`src/rtl/remote_comm_pkg.sv`:
```
// remote_comm_pkg: shared FSM state type and framing constants for the BLE command link.
package remote_comm_pkg;
  typedef enum logic [1:0] {IDLE, TX_HI, TX_LO, WAIT_RESP} state_t;
  localparam logic [7:0] RESP_ACK  = 8'hA5;
  localparam logic [7:0] RESP_BUSY = 8'h5A;
  localparam int FRAME_BITS = 10;
endpackage

```
`src/rtl/uart_byte.sv`:
```
// uart_byte: full-duplex 8N1 byte transmitter and receiver, BAUD_DIV clocks per bit.
module uart_byte import remote_comm_pkg::*; #(
  parameter int BAUD_DIV = 2604
) (
  input  logic       clk,
  input  logic       rst_n,
  input  logic [7:0] tx_data,
  input  logic       trmt,
  output logic       tx_done,
  output logic       TX,
  output logic [7:0] rx_data,
  output logic       rx_rdy,
  input  logic       clr_rx_rdy,
  output logic       rx_done,
  input  logic       RX
);
  localparam logic [11:0] BIT_LAST   = 12'(BAUD_DIV - 1);
  localparam logic [11:0] HALF_LAST  = 12'(BAUD_DIV / 2 - 1);
  localparam logic [3:0]  FRAME_LAST = 4'(FRAME_BITS - 1);
  logic [9:0]  r_tx_sh;
  logic [11:0] r_tx_cnt, r_rx_cnt;
  logic [3:0]  r_tx_bit, r_rx_bit;
  logic        r_tx_busy, r_rx_busy, r_rx_s1, r_rx_s2, r_rx_s3, r_rx_rdy;
  logic [7:0]  r_rx_sh, r_rx_data;
  logic        w_tx_tick, w_rx_smp;
  // TX is the shift register's LSB, so it is a flop output and resets high asynchronously
  assign TX        = r_tx_sh[0];
  assign w_tx_tick = r_tx_busy && r_tx_cnt == BIT_LAST;
  assign tx_done   = w_tx_tick && r_tx_bit == FRAME_LAST;
  always_ff @(posedge clk or negedge rst_n) begin
    if (!rst_n) begin
      r_tx_sh   <= '1;
      r_tx_cnt  <= '0;
      r_tx_bit  <= '0;
      r_tx_busy <= 1'b0;
    end else if (trmt) begin
      r_tx_sh   <= {1'b1, tx_data, 1'b0};
      r_tx_cnt  <= '0;
      r_tx_bit  <= '0;
      r_tx_busy <= 1'b1;
    end else if (r_tx_busy) begin
      r_tx_cnt <= w_tx_tick ? '0 : r_tx_cnt + 12'd1;
      if (w_tx_tick) begin
        r_tx_sh   <= {1'b1, r_tx_sh[9:1]};
        r_tx_bit  <= r_tx_bit + 4'd1;
        r_tx_busy <= !tx_done;
      end
    end
  end
  // first sample lands mid start bit, later ones a full bit apart
  assign w_rx_smp = r_rx_busy && r_rx_cnt == (r_rx_bit == 4'd0 ? HALF_LAST : BIT_LAST);
  assign rx_done  = w_rx_smp && r_rx_bit == FRAME_LAST && r_rx_s2;
  assign rx_data  = r_rx_data;
  assign rx_rdy   = r_rx_rdy;
  always_ff @(posedge clk or negedge rst_n) begin
    if (!rst_n) begin
      r_rx_s1   <= 1'b1;
      r_rx_s2   <= 1'b1;
      r_rx_s3   <= 1'b1;
      r_rx_busy <= 1'b0;
      r_rx_cnt  <= '0;
      r_rx_bit  <= '0;
      r_rx_sh   <= '0;
      r_rx_data <= '0;
      r_rx_rdy  <= 1'b0;
    end else begin
      r_rx_s1  <= RX;
      r_rx_s2  <= r_rx_s1;
      r_rx_s3  <= r_rx_s2;
      r_rx_rdy <= !clr_rx_rdy && (rx_done || r_rx_rdy);
      if (rx_done) r_rx_data <= r_rx_sh;
      if (!r_rx_busy) begin
        r_rx_busy <= r_rx_s3 && !r_rx_s2;
        r_rx_cnt  <= '0;
        r_rx_bit  <= '0;
      end else begin
        r_rx_cnt <= w_rx_smp ? '0 : r_rx_cnt + 12'd1;
        if (w_rx_smp) begin
          r_rx_bit  <= r_rx_bit + 4'd1;
          r_rx_busy <= r_rx_bit != FRAME_LAST;
          if (r_rx_bit != FRAME_LAST) r_rx_sh <= {r_rx_s2, r_rx_sh[7:1]};
        end
      end
    end
  end
endmodule

```
`src/rtl/remote_comm.sv`:
```
// remote_comm: sends a 16-bit command as two UART bytes (high first), then waits for a one-byte reply.
// Optional response timeout enabled by defining REMOTE_TIMEOUT_EN.
module remote_comm import remote_comm_pkg::*; #(
  parameter int BAUD_DIV     = 2604,
  parameter int TIMEOUT_CLKS = 4194304
) (
  input  logic        clk,
  input  logic        rst_n,
  input  logic [15:0] cmd,
  input  logic        snd_cmd,
  output logic        busy,
  output logic        cmd_snt,
  output logic        resp_rdy,
  output logic [7:0]  resp,
  output logic        resp_tmo,
  output logic        TX,
  input  logic        RX
);
  state_t      r_state, w_nxt;
  logic [15:0] r_cmd;
  logic        r_cmd_snt;
  logic        w_trmt, w_clr, w_snt, w_tmo, w_tx_done, w_rx_done;
  logic [7:0]  w_tx_data;
  uart_byte #(.BAUD_DIV(BAUD_DIV)) u_uart (
    .clk        (clk),
    .rst_n      (rst_n),
    .tx_data    (w_tx_data),
    .trmt       (w_trmt),
    .tx_done    (w_tx_done),
    .TX         (TX),
    .rx_data    (resp),
    .rx_rdy     (resp_rdy),
    .clr_rx_rdy (w_clr),
    .rx_done    (w_rx_done),
    .RX         (RX)
  );
  always_comb begin
    w_nxt     = r_state;
    w_trmt    = 1'b0;
    w_clr     = 1'b0;
    w_snt     = 1'b0;
    w_tx_data = r_cmd[7:0];
    case (r_state)
      IDLE: if (snd_cmd) begin
        w_nxt     = TX_HI;
        w_trmt    = 1'b1;
        w_clr     = 1'b1;
        w_tx_data = cmd[15:8];
      end
      TX_HI: if (w_tx_done) begin
        w_nxt  = TX_LO;
        w_trmt = 1'b1;
      end
      TX_LO: if (w_tx_done) begin
        w_nxt = WAIT_RESP;
        w_snt = 1'b1;
      end
      WAIT_RESP: w_nxt = (w_rx_done || w_tmo) ? IDLE : WAIT_RESP;
      default: w_nxt = IDLE;
    endcase
  end
  always_ff @(posedge clk or negedge rst_n) begin
    if (!rst_n) begin
      r_state   <= IDLE;
      r_cmd     <= '0;
      r_cmd_snt <= 1'b0;
    end else begin
      r_state   <= w_nxt;
      r_cmd     <= (r_state == IDLE && snd_cmd) ? cmd : r_cmd;
      r_cmd_snt <= w_snt;
    end
  end
  assign busy    = r_state != IDLE;
  assign cmd_snt = r_cmd_snt;
`ifdef REMOTE_TIMEOUT_EN
  logic [31:0] r_tmo_cnt;
  logic        r_resp_tmo;
  assign w_tmo    = r_state == WAIT_RESP && r_tmo_cnt == 32'(TIMEOUT_CLKS - 1);
  assign resp_tmo = r_resp_tmo;
  always_ff @(posedge clk or negedge rst_n) begin
    if (!rst_n) begin
      r_tmo_cnt  <= '0;
      r_resp_tmo <= 1'b0;
    end else begin
      r_tmo_cnt  <= (r_state == WAIT_RESP) ? r_tmo_cnt + 32'd1 : '0;
      r_resp_tmo <= w_tmo && !w_rx_done;
    end
  end
`else
  assign w_tmo    = 1'b0;
  assign resp_tmo = 1'b0;
`endif
endmodule
```
`config.mk`:
```
export PLATFORM = sky130hd
export DESIGN_NAME = remote_comm
export DESIGN_NICKNAME = d
export VERILOG_FILES = /design/src/rtl/remote_comm_pkg.sv /design/src/rtl/uart_byte.sv /design/src/rtl/remote_comm.sv
export SDC_FILE = /design/constraint.sdc
export NUM_CORES = 1
export LEC_CHECK = 0
export BUFFER_PORTS_ARGS = -buffer_cell sky130_fd_sc_hd__buf_2
export CORE_MARGIN = 1
export CORE_UTILIZATION = 55
export DETAILED_ROUTE_END_ITERATION = 10
export GPL_ROUTABILITY_DRIVEN = 1
export PLACE_DENSITY = 0.74
export SLEW_MARGIN = 20
export SYNTH_ARGS = -nofsm -noshare
export SYNTH_HDL_FRONTEND = slang
export SYNTH_SLANG_ARGS = --single-unit
export TNS_END_PERCENT = 30
```
`constraint.sdc`:
```
create_clock -name clk -period 3 [get_ports clk]
set_input_delay 0.15 -clock clk [delete_from_list [all_inputs] [get_ports clk]]
set_output_delay 0.15 -clock clk [all_outputs]
set_load 0.03 [all_outputs]
```
-- Yosys cells after proc, flatten, opt, wreduce, memory -nomap -nowiden
Cells that the tools add are included.
- multiplexer cells: 31
- reduce and logical (&&, ||, !) cells: 20
- shift-type cells: 0
- div/mod/pow operators: 0
- equal/unequal tests: 12
- add/sub/neg operators: 4
- order comparisons: 0
- multiply operators: 0
- bitwise gates (word level): 0
- operators with widths (cell ; count):
    12-bit 2-to-1 mux ; 6
    10-bit 2-to-1 mux ; 3
    12-bit by 1-bit adder with 12-bit output, second input constant ; 2
    4-bit 2-to-1 mux ; 5
    8-bit 2-to-1 mux ; 2
    12-bit equality test ; 1
    12-bit equality test, second input constant ; 1
    1-bit 2-to-1 mux ; 9
    4-bit by 1-bit adder with 4-bit output, second input constant ; 2
    4-bit equality test, second input constant ; 2
    1-bit logical AND ; 8
    2-bit 2-to-1 mux ; 4
    2-bit case mux with 4 select lines ; 1
    3-bit AND reduction ; 2
    2-bit nonzero test ; 3
    2-bit equality test, second input constant ; 2
    4-bit logical NOT ; 1
    2-bit by 1-bit != test with 1-bit output, second input constant ; 2
    2-bit != test, second input constant ; 2
    4-bit != test, second input constant ; 1
    1-bit logical NOT ; 3
    2-bit by 1-bit equality test with 1-bit output, second input constant ; 1
    2-bit logical NOT ; 1
    1-bit case mux with 2 select lines ; 1
    other kinds (2) ; 2
- logic and storage cells: 83
- memory bits (read-only): 0
- memory bits (writable): 0
- memories: 0
- input port bits: 20
- output and inout bits: 13
- register bits: 75
- bits in latches: 0

-- Logic depth before layout (Yosys ltp)
Gate-level depths: netlist (run 1).
- depth in word-level cells: 8
- mapped depth: 7

-- By module
From an unflattened synthesis (run 1), not the netlist that was laid out.
- cells, all modules: 321
- area, all modules: 3721.1 µm²
- by module, submodules not included (module ; area an instance (µm²) ; times used ; seq. area each (µm²) ; cells an instance):
    uart_byte ; 3089.2 ; 1 ; 1591.5 ; 278
    remote_comm ; 631.9 ; 1 ; 275.3 ; 43

-- Worst setup path before layout (run 1)
No wires, ideal clock.
- kind: register -> register
- start point: register u_uart.r_rx_bit[0]
- end point: register u_uart.r_rx_data[0], in the netlist u_uart.rx_data[0]
- period minus slack after synthesis: 2124 ps
- required time: 2875 ps
- path slack: 876 ps
- library setup time: 125 ps
- stages on the path, launching flop included: 7
- path buffers: 1
- arrival: 1999 ps
- cell sequence: dfrtp_1 > inv_1 > ha_1 > a211o_1 > buf_6 > a2111oi_4 > mux2_2
- cells in the longest elaborated chain, start to end: 6
- ends and longest elaborated chain (what ; line ; RTL):
    from (decl) ; uart_byte.sv:22 ; logic [3:0] r_tx_bit, r_rx_bit;
    from (signal assigned) ; uart_byte.sv:79 ; r_rx_bit <= r_rx_bit + 4'd1;
    4-bit logical NOT ; uart_byte.sv:51 ; assign w_rx_smp = r_rx_busy && r_rx_cnt == (r_rx_bit == 4'd0 ? HALF_LAST : BIT_LAST);
    12-bit 2-to-1 mux ; uart_byte.sv:51 ;
    12-bit equality test ; uart_byte.sv:51 ;
    1-bit logical AND ; uart_byte.sv:51 ;
    1-bit logical AND * (2 in series) ; uart_byte.sv:52 ; assign rx_done = w_rx_smp && r_rx_bit == FRAME_LAST && r_rx_s2;
    to (signal assigned) ; uart_byte.sv:71 ; if (rx_done) r_rx_data <= r_rx_sh;
    to (decl) ; uart_byte.sv:24 ; logic [7:0] r_rx_sh, r_rx_data;
Every way passes the cells marked *; elsewhere a longest branch is shown, timed or not.
A chain may end at the register's enable or synchronous reset.

-- Final worst setup path (run 1)
- start point: register u_uart.r_rx_bit[0]
- end point: register u_uart.r_rx_data[1], in the netlist u_uart.rx_data[1]
Same word-level chain as after synthesis.

==> results of run 1 <==
[power groups by stage]
stage | combinational (mW) | sequential (mW) | clock, mW
2_1_floorplan | 0.267 | 1.25 | 0
3_3_place_gp | 0.321 | 1.29 | 0
3_5_place_dp | 0.336 | 1.29 | 0
4_1_cts | 0.350 | 1.28 | 0.740
5_1_grt | 0.398 | 1.30 | 0.775
6_report | 0.348 | 1.28 | 0.718
[cells in the mapped netlist, types with 2 or more instances]
cell	n
or4_1	2
a21oi_1	18
o221ai_1	3
and4_1	4
mux2i_1	6
a211oi_1	3
inv_1	9
dfrtp_1	62
xor2_1	14
nand4_1	9
o21a_1	2
o211ai_1	2
nor2_1	10
nand2_1	54
or3_1	6
clkbuf_1	13
and4bb_2	2
and3_1	7
and3b_1	2
ha_1	7
nor4b_1	2
mux2_2	17
dfstp_2	12
nand3b_1	3
nand2b_1	5
o21ai_0	19
nor2b_1	2
nand3_1	16
o31ai_1	2
o2111ai_1	2
nor3b_1	11
[cell type report]
cell class | count | area share, %
flip-flops and latches | 74 | 45.3
multi-input cells | 246 | 39.5
repair buffers | 48 | 7.59
clock buffers | 9 | 3.00
well taps | 77 | 2.34
clock inverters | 7 | 1.43
inverters | 9 | 0.819
[critical path, stage by stage, from the launching register on]
cell	delay (ns)
dfrtp_1	0.42
inv_1	0.07
ha_1	0.22
a211o_1	0.38
a2111oi_4	0.74
mux2_2	0.41
[metrics by stage]
stage | hold WS, ns | area (um2) | total power [mW] | setup slack (ns) | util (%)
finish | 0.0110 | 4120 | 2.35 | 0.643 | 64.9
global route | 0.0275 | 4120 | 2.48 | 0.479 | 64.9
CTS | 0.00274 | 4120 | 2.37 | 0.632 | 64.9
detailed placement | 0.182 | 3820 | 1.63 | 0.649 | 60.2
global placement | 0.182 | 3820 | 1.61 | 0.728 | 60.2
floorplan | -0.146 | 3600 | 1.52 | 0.876 | -
[flip-flops by register name (all words and copies together) (netlist names), 2 cells and up]
register / count
u_uart.rx_data: 8
r_state: 2
u_uart.r_tx_cnt: 12
u_uart.r_tx_bit: 4
r_cmd: 8
u_uart.r_rx_sh: 8
u_uart.r_tx_sh: 9
u_uart.r_rx_cnt: 12
u_uart.r_rx_bit: 4
[timing repair]
action,in CTS,in global routing
endpoints found under the hold margin,26,0
hold buffers,12,0
setup buffers,0,0
[kinds of logic after synthesis]
family	count (synthesis)	synth area share, %
muxes	23	6.99
other	1	0.104
AOI/OAI and AO/OA	58	10.4
buffers and inverters	25	2.96
DFF	74	51.9
adders and majority gates	7	2.43
and+or+nand+nor	142	21.6
xor gates and xnor gates	15	3.65
[per-layer routing]
layer / GRT usage [%] / wire (um) / vias up / share of wire [%]
li1: - / - / 1320 / -
met1: 30.8 / 3380 / 1321 / 48
met2: 34.9 / 3350 / 66 / 47
met3: 3.58 / 288 / 8 / 4.1
met4: 9.72 / 83 / 0 / 1.2
met5: 0 / 0 / - / 0
[final timing paths]
| kind | start | endpoint | slack (ns) | cells after the start |
|---|---|---|---|---|
| hold / removal | cmd[10] | u_uart.r_tx_sh[3] | 0.01 | 3 |
| min in group asynchronous | rst_n | u_uart.r_tx_bit[0] | 0.33 | 2 |
| setup / recovery | u_uart.r_rx_bit[0] | u_uart.rx_data[1] | 0.64 | 5 |
| setup reg to reg | u_uart.r_rx_bit[0] | u_uart.rx_data[1] | 0.64 | 5 |
| hold reg to reg | u_uart.r_rx_s1 | u_uart.r_rx_s2 | 0.36 | 0 |
| max in group asynchronous | rst_n | u_uart.r_rx_s3 | 1.85 | 3 |
==> flow_summary.yaml, run 1 <==
route:
  wirelength_um: 7110
  avgRoutedWirePerCell_um: 15.1
  drc: 0
  drt-initial-drc-count: 172
  drtAntennaViolNets: 0
  vias: 2715
  drtPass1Iterations: 4
  via_per_inst: 5.78
synth:
  synth-async-reset-ratio_pct: 100
  synthCells: 345
  synthFlopType: "dfrtp_1"
  synth_area_per_cell_um2: 10.4
  ys_ff_latch: 74
  ys_warn_count: 0
  yosys-top-cells-area: "dfrtp_1, dfstp_2, nand2_1, mux2_2, xor2_1"
  netlist_area_um2: 3600
  yosysUniqueCellTypes: 50
  yosys.area.top_type: "dfrtp_1"
  syn_nets: 372
  synth_edf_count: 0
  yosysTopAreaCellShare_pct: 43.1
  yosysSeqAreaShare_pct: 51.9
power:
  p_switching_mw: 0.738
  p_per_area_nw_per_um2: 570
  pwr-share-seq_pct: 54.6
  max-vdd-ir-drop_mv: 0.338
  pwr-share-comb_pct: 14.8
  intPower_mw: 1.61
  power_frac_clock_pct: 30.6
  power.leakage_nw: 1.83
  swShare_pct: 31.4
placement:
  place_inst: 442
  hpwl_um: 4630
  gp_congestion: 0.789
  portBuffers: 31
clock_tree:
  cts-resized-gates: 0
  cts_sinks: 74
  clkTransAtPathRegs_ns: 0.09
  cts_buffer_depth: 2
  cts_max_level: 3
  cts_buffers: 9
  clockRootBuffer: "clkbuf_8"
  clk_latency_ns: 0.35
  cts_tree: "built"
final_layout:
  final_common_cell: "dfrtp_1"
  final_layout_size_suffix_gt1_share_pct: 22.4
  final_cell_mix: "dfrtp_1, nand2_1, buf_2"
  areaGrowthSynthToFinish_pct: 14.6
  final_nets: 415
  stdcell_count: 470
  fillCellCount: 495
  multi_input_area_um2: 1630
  num_antenna_cells: 0
  ff_latch_area_um2: 1870
grt:
  grt_antenna_before_repair: 0
  grt_pass1_wl_um: 12300
  track_usage_pct: 22.2
  overflow: 0
  grt_pass1_vias: 2633
  grt_max_degree: 29
worst_setup_path:
  worstSetupEndpointType: "flop"
  critPathArrivalTime_ns: 2.59
  start_kind: "flop"
  worstPathRequired_ns: 3.23
  path_class: "reg -> reg"
  critical_path.max_fanout: 9
min_path:
  hp-class: "in -> reg"
run_status:
  outcome: "finished, final reports clean"
flow_run:
  maxCapViolations: 0
floorplan:
  initial_utilization_pct: 56.7
  dieArea_um2: 6870
  io_pins: 33
  core.rowCount: 29
  fp.dieH_um: 82.9
  die_width_um: 82.9
  core_area_um2: 6350
sta:
  fin_skew_ns: 0.00913
  finalCritPeriodShare_pct: 78.6
  setup_viol: 0
  tns_ns: 0
  slew_headroom_pct: 52.0
  rsz0062_at_grt: "no"
  period_needed_ns: 2.36
  hold_violations: 0
  fmax_ghz: 0.424
  worst_pin_slew_ns: 0.702
  drv_slew: 0
Power figures use the tool's default switching activity.
==> inputs of run 2 (changes only) <==
Settings changed: ABC_AREA set to 1.
Clock period 3 ns to 2.3 ns, I/O delays scaled along.
==> run 2 against run 1 <==
Effect of this change: clock skew about the same; die area up 0.65%; largest cell class unchanged; cell area down 0.46%; critical path type unchanged; clock power up 33%; core utilization down 0.30 points; via count up 5.1%; sequential power up 12%; critical path depth up 4; synthesized cell count up 26%; combinational power down 19%; worst hold slack better by 0.078 ns; register-to-register slack worse by 0.39 ns.
==> flow_summary.yaml, run 2 <==
run_status:
  outcome: "finished, final reports clean"
sta:
  worst_pin_slew_ns: 0.911
  rsz0062_at_grt: "no"
  slew_headroom_pct: 39.3
  final.setup.worst_slack_ns: 0.249
  period_needed_ns: 2.05
  holdWs_ns: 0.0891
  fin_skew_ns: 0.00962
  drv_slew: 0
  hold_violations: 0
  setup_viol: 0
  fmax_ghz: 0.488
  tns_ns: 0
  finalCritPeriodShare_pct: 89.2
final_layout:
  areaGrowthSynthToFinish_pct: 13.3
  final_cell_mix: "nand2_1, dfrtp_1, inv_1"
  finish.instance_area_um2: 4100
  fin_util_pct: 64.6
  stdcell_count: 563
  top_regs: "u_uart.r_rx_cnt: 12 flops, u_uart.r_tx_cnt: 12 flops, u_uart.r_tx_sh: 9 flops"
  final_layout_size_suffix_gt1_share_pct: 17.7
  final_nets: 508
  final_common_cell: "nand2_1"
  num_antenna_cells: 0
synth:
  synth_edf_count: 0
  synthTopCellsByCount: "nand2_1, dfrtp_1, inv_1"
  yosysMostFrequentCell: "nand2_1"
  synth_top_family_by_area: "simple AND/OR/NAND/NOR gates"
  synth_area_per_cell_um2: 8.33
  yosysUniqueCellTypes: 35
  syn_nets: 462
  ys_warn_count: 0
  synthFlopType: "dfrtp_1"
  synth_compound_area_share_pct: 8.88
  synthAdderAreaFrac_pct: 2.42
  yosys.area.top_type: "dfrtp_1"
  yosys.area_share.simple_pct: 27.5
  synth-async-reset-ratio_pct: 100
  synthXorXnorAreaFrac_pct: 0.967
  yosys-top-cells-area: "dfrtp_1, nand2_1, dfstp_2, inv_1, nor2_1"
  ys_ff_latch: 74
  netlist_area_um2: 3620
  yosysTopAreaCellShare_pct: 42.8
  synthMuxAreaShare_pct: 0
  yosysSeqAreaShare_pct: 51.5
  synthCells: 435
min_path:
  hold_path_depth: 5
  hp-class: "in -> reg"
placement:
  portBuffers: 31
  hpwl_um: 4770
  place_inst: 536
  gp_congestion: 0.821
  preCtsSetupSlack_ns: 0.282
  placed_area_um2: 3810
worst_setup_path:
  critPathMostFrequentCell: "nand2_1"
  reg2reg_depth: 9
  cp.depth: 9
  start_kind: "flop"
  cp_top_family: "simple AND/OR/NAND/NOR gates"
  critical_path.max_fanout: 16
  cp_num_buf_inv: 1
  critPathArrivalTime_ns: 2.29
  cp_cell_sequence: "inv_1 -> ha_1 -> nand3_1 -> a21boi_2 -> nand2_1 -> nor2_2 -> nand3_2 -> nand2_1 -> o21ai_2"
  worstPathRequired_ns: 2.54
  worstSetupEndpointType: "flop"
  path_class: "reg -> reg"
  cp_slowest_stage_delay_ns: 0.43
  slowest_stage: "dfrtp_1"
flow_run:
  maxCapViolations: 0
route:
  avgRoutedWirePerCell_um: 12.4
  drt-initial-drc-count: 152
  vias: 2853
  drc: 0
  wirelength_um: 7010
  drtAntennaViolNets: 0
  via_per_inst: 5.07
  drtPass1Iterations: 4
power:
  p_per_area_nw_per_um2: 653
  max-vdd-ir-drop_mv: 0.406
  total_power_mw: 2.68
  power.leakage_nw: 2.05
floorplan:
  core.rowCount: 29
  die_width_um: 83.2
  dieArea_um2: 6910
  fp.dieH_um: 83.2
  io_pins: 33
  initial_utilization_pct: 57.0
  core_area_um2: 6350
clock_tree:
  cts_buffer_depth: 2
  cts_tree: "built"
  clk_latency_ns: 0.35
  cts_setup_buffers: 0
  cts_max_level: 3
  cts_buffers: 9
  cts_sinks: 74
  clkTransAtPathRegs_ns: 0.09
  clockRootBuffer: "clkbuf_8"
grt:
  track_usage_pct: 22.1
  grt_pass1_wl_um: 12200
  overflow: 0
  grt_pass1_vias: 2753
  grt_antenna_before_repair: 0
  grt_max_degree: 75
run 2: changes by cell type after synthesis, moves of 9 or more:
cell      delta
nor3b_1      -9
inv_1       +48
clkbuf_1    -11
xor2_1      -10
nor3_1       +9
nand3_1     +11
nand2_1     +66
mux2_2      -17
nor2_1      +33
run 2: worst paths after layout:
| kind | startpoint | end | slack (ns) |
|---|---|---|---|
| worst max-delay path | u_uart.r_rx_bit[0] | u_uart.rx_data[5] | 0.25 |
| worst min-delay path | cmd[13] | u_uart.r_tx_sh[6] | 0.09 |
| worst max register to register | u_uart.r_rx_bit[0] | u_uart.rx_data[5] | 0.25 |
| worst min register to register | u_uart.r_rx_s1 | u_uart.r_rx_s2 | 0.35 |
| max in group asynchronous | rst_n | u_uart.r_rx_sh[5] | 1.27 |
| min in group asynchronous | rst_n | u_uart.r_rx_cnt[11] | 0.43 |
run 2: report_power, final:
group          total [mW]  internal [mW]  switching [mW]  leakage [nW]
clock               0.955          0.412           0.543        0.0888
combinational       0.282          0.116           0.166          1.02
sequential           1.44           1.37          0.0696         0.939
run 2: repair_timing:
| action | 4_1_cts | 5_1_grt |
|---|---|---|
| resized for setup | 0 | 0 |
| hold buffers | 11 | 0 |
| hold endpoints to repair | 72 | 0 |
run 2: tightest hold or removal path, stage by stage:
cell	delay, ns
buf_2	0.07
nand2_1	0.04
o21ai_0	0.06
o21ai_0	0.07
inv_1	0.05
run 2: cell type report:
type / instances / area [um2]
Timing Repair Buffer: 44 / 283
Tap cell: 77 / 96.3
Clock buffer: 9 / 124
Sequential cell: 74 / 1870
Fill cell: 546 / 2250
Clock inverter: 7 / 61.3
Inverter: 61 / 229
Multi-Input combinational cell: 291 / 1440
run 2: cell families (layout without fill, tap and decap cells):
group           after synthesis  in the layout
buf+inv                      70            121
fa+ha+maj                     7              7
xor+xnor                      4              4
simple gates                224            224
flops                        74             74
compound gates               55             55
other cells                   1              1
run 2: layer usage:
layer / global-route usage (%) / vias to the layer above / wire (um)
li1: - / 1476 / -
met1: 29.7 / 1328 / 3410
met2: 35.8 / 41 / 3320
met4: 7.05 / 0 / 76
met3: 4.97 / 8 / 200
met5: 0 / - / 0
==> inputs of run 3 (changes only) <==
Settings changed: REMOVE_ABC_BUFFERS set to 1.
==> run 3 against run 2 <==
Effect of this change: register-to-register slack better by 0.04 ns; die area stayed put; sequential power hardly changed; core utilization is 0.14 points lower; critical path depth stayed put; non-clock buffer count is 1 lower.
==> flow_summary.yaml, run 3 (same netlist as run 2, synthesis figures left out) <==
run_status:
  outcome: "finished, final reports clean"
route:
  vias: 2843
  wirelength_um: 6660
  drtPass1Iterations: 4
  via_per_inst: 5.06
  drtAntennaViolNets: 0
  drt-initial-drc-count: 122
  drc: 0
  avgRoutedWirePerCell_um: 11.9
clock_tree:
  cts_tree: "built"
  cts_buffer_depth: 2
  clockRootBuffer: "clkbuf_8"
  cts_setup_buffers: 0
  cts_sinks: 74
  cts_buffers: 9
  clk_latency_ns: 0.36
  clkTransAtPathRegs_ns: 0.09
  cts_max_level: 3
worst_setup_path:
  worstPathRequired_ns: 2.53
  rrSetupSlack_ns: 0.29
  start_kind: "flop"
  slowest_stage: "dfrtp_1"
  reg2reg_to: "u_uart.rx_data[5]"
  path_class: "reg -> reg"
  critPathArrivalTime_ns: 2.24
  cp_cell_sequence: "inv_1 -> ha_1 -> nand3_1 -> a21boi_2 -> nand2_1 -> nor2_2 -> nand3_2 -> nand2_1 -> o21ai_2"
  reg2reg_depth: 9
  worstSetupStartpoint: "u_uart.r_rx_bit[0]"
  critPathMostFrequentCell: "nand2_1"
  cp_slowest_stage_delay_ns: 0.43
  worstSetupEndpointType: "flop"
  critical_path.endpoint: "u_uart.rx_data[5]"
  rr_startpoint: "u_uart.r_rx_bit[0]"
  critical_path.max_fanout: 16
grt:
  track_usage_pct: 21.3
  grtUsageMet1_pct: 27.4
  grt.busiest_layer: "met2"
  grt_pass1_vias: 2747
  grt_antenna_before_repair: 0
  grt.met3_usage_pct: 4.57
  grt_max_degree: 75
  grt_pass1_wl_um: 11700
  overflow: 0
  met2_usage_pct: 33.9
final_layout:
  top_regs: "u_uart.r_rx_cnt: 12 flops, u_uart.r_tx_cnt: 12 flops, u_uart.r_tx_sh: 9 flops"
  ff_latch_area_um2: 1870
  fillCellCount: 540
  final_common_cell: "nand2_1"
  multi_input_area_um2: 1440
  final_cell_mix: "nand2_1, dfrtp_1, inv_1"
  final_layout_size_suffix_gt1_share_pct: 17.5
  areaGrowthSynthToFinish_pct: 13.1
  final_nets: 507
  num_antenna_cells: 0
floorplan:
  fp.dieH_um: 83.2
  core.rowCount: 29
  io_pins: 33
  die_width_um: 83.2
  core_area_um2: 6350
  dieArea_um2: 6910
  initial_utilization_pct: 57.0
placement:
  hpwl_um: 4560
  gp_congestion: 0.807
  portBuffers: 31
sta:
  period_needed_ns: 2.01
  drv_slew: 0
  slew_headroom_pct: 40.6
  setup_viol: 0
  fmax_ghz: 0.498
  hold_violations: 0
  fin_skew_ns: 0.0106
  tns_ns: 0
  rsz0062_at_grt: "no"
  worst_pin_slew_ns: 0.891
  finalCritPeriodShare_pct: 87.2
power:
  p_per_area_nw_per_um2: 652
  power.leakage_nw: 2.05
  max-vdd-ir-drop_mv: 0.481
  total_power_mw: 2.67
min_path:
  hp-class: "in -> reg"
  hold_path_depth: 5
flow_run:
  maxCapViolations: 0
-- run 3: changes by cell type in the layout (fill, tap and decap cells not counted), sizes merged --
cell / previous run / this run
buf: 33 / 32
clkinv: 1 / 2
clkinvlp: 2 / 1
-- run 3: where the power goes --
group          switching (mW)  internal [mW]  total, mW
Combinational           0.165          0.116      0.280
Sequential             0.0708           1.37       1.44
Clock                   0.536          0.410      0.946
-- run 3: area by class of cell --
class / instances / area share, %
tap: 77 / 2.35
multi-input combinational: 291 / 35.3
timing repair buffer: 43 / 6.72
sequential: 74 / 45.6
clock inverter: 7 / 1.47
clock buffer: 9 / 3.02
inverter: 61 / 5.59
-- run 3: through the flow --
stage	util [%]	worst slack, ns	hold WS (ns)	instances	area, um2
after floorplan	-	0.584	-0.181	426	3540
after global placement	59.9	0.357	0.226	535	3800
after detailed placement	59.9	0.334	0.223	535	3800
after CTS	64.5	0.306	0.0728	562	4100
after global routing	64.5	0.0876	0.111	562	4100
final	64.5	0.293	0.0834	562	4100
-- run 3: routing by layer --
layer / part of all wire, % / up-vias
li1: - / 1466
met1: 48 / 1312
met2: 46 / 54
met3: 3.2 / 11
met4: 2.1 / 0
met5: 0 / -
-- run 3: worst min path at each step --
stage | endpoint | slack, ns | from
2_1_floorplan | cmd_snt | -0.18 | rst_n
3_3_place_gp | u_uart.r_rx_s1 | 0.23 | RX
3_5_place_dp | u_uart.r_rx_s1 | 0.22 | RX
4_1_cts | u_uart.r_tx_sh[8] | 0.07 | cmd[15]
5_1_grt | u_uart.r_tx_sh[6] | 0.11 | cmd[13]
6_report | u_uart.r_tx_sh[8] | 0.08 | cmd[15]
-- run 3: repair_timing --
| item | in CTS | in global routing |
|---|---|---|
| endpoints found under the hold margin | 72 | 0 |
| hold buffers | 11 | 0 |
| gates resized for setup | 0 | 0 |
-- run 3: critical path: cells and delay by family, from the launching register on --
family          cells  cell delay (ns)
simple gates        5             0.94
flops               1             0.43
compound gates      2             0.25
fa+ha+maj           1             0.15
buf+inv             1             0.11
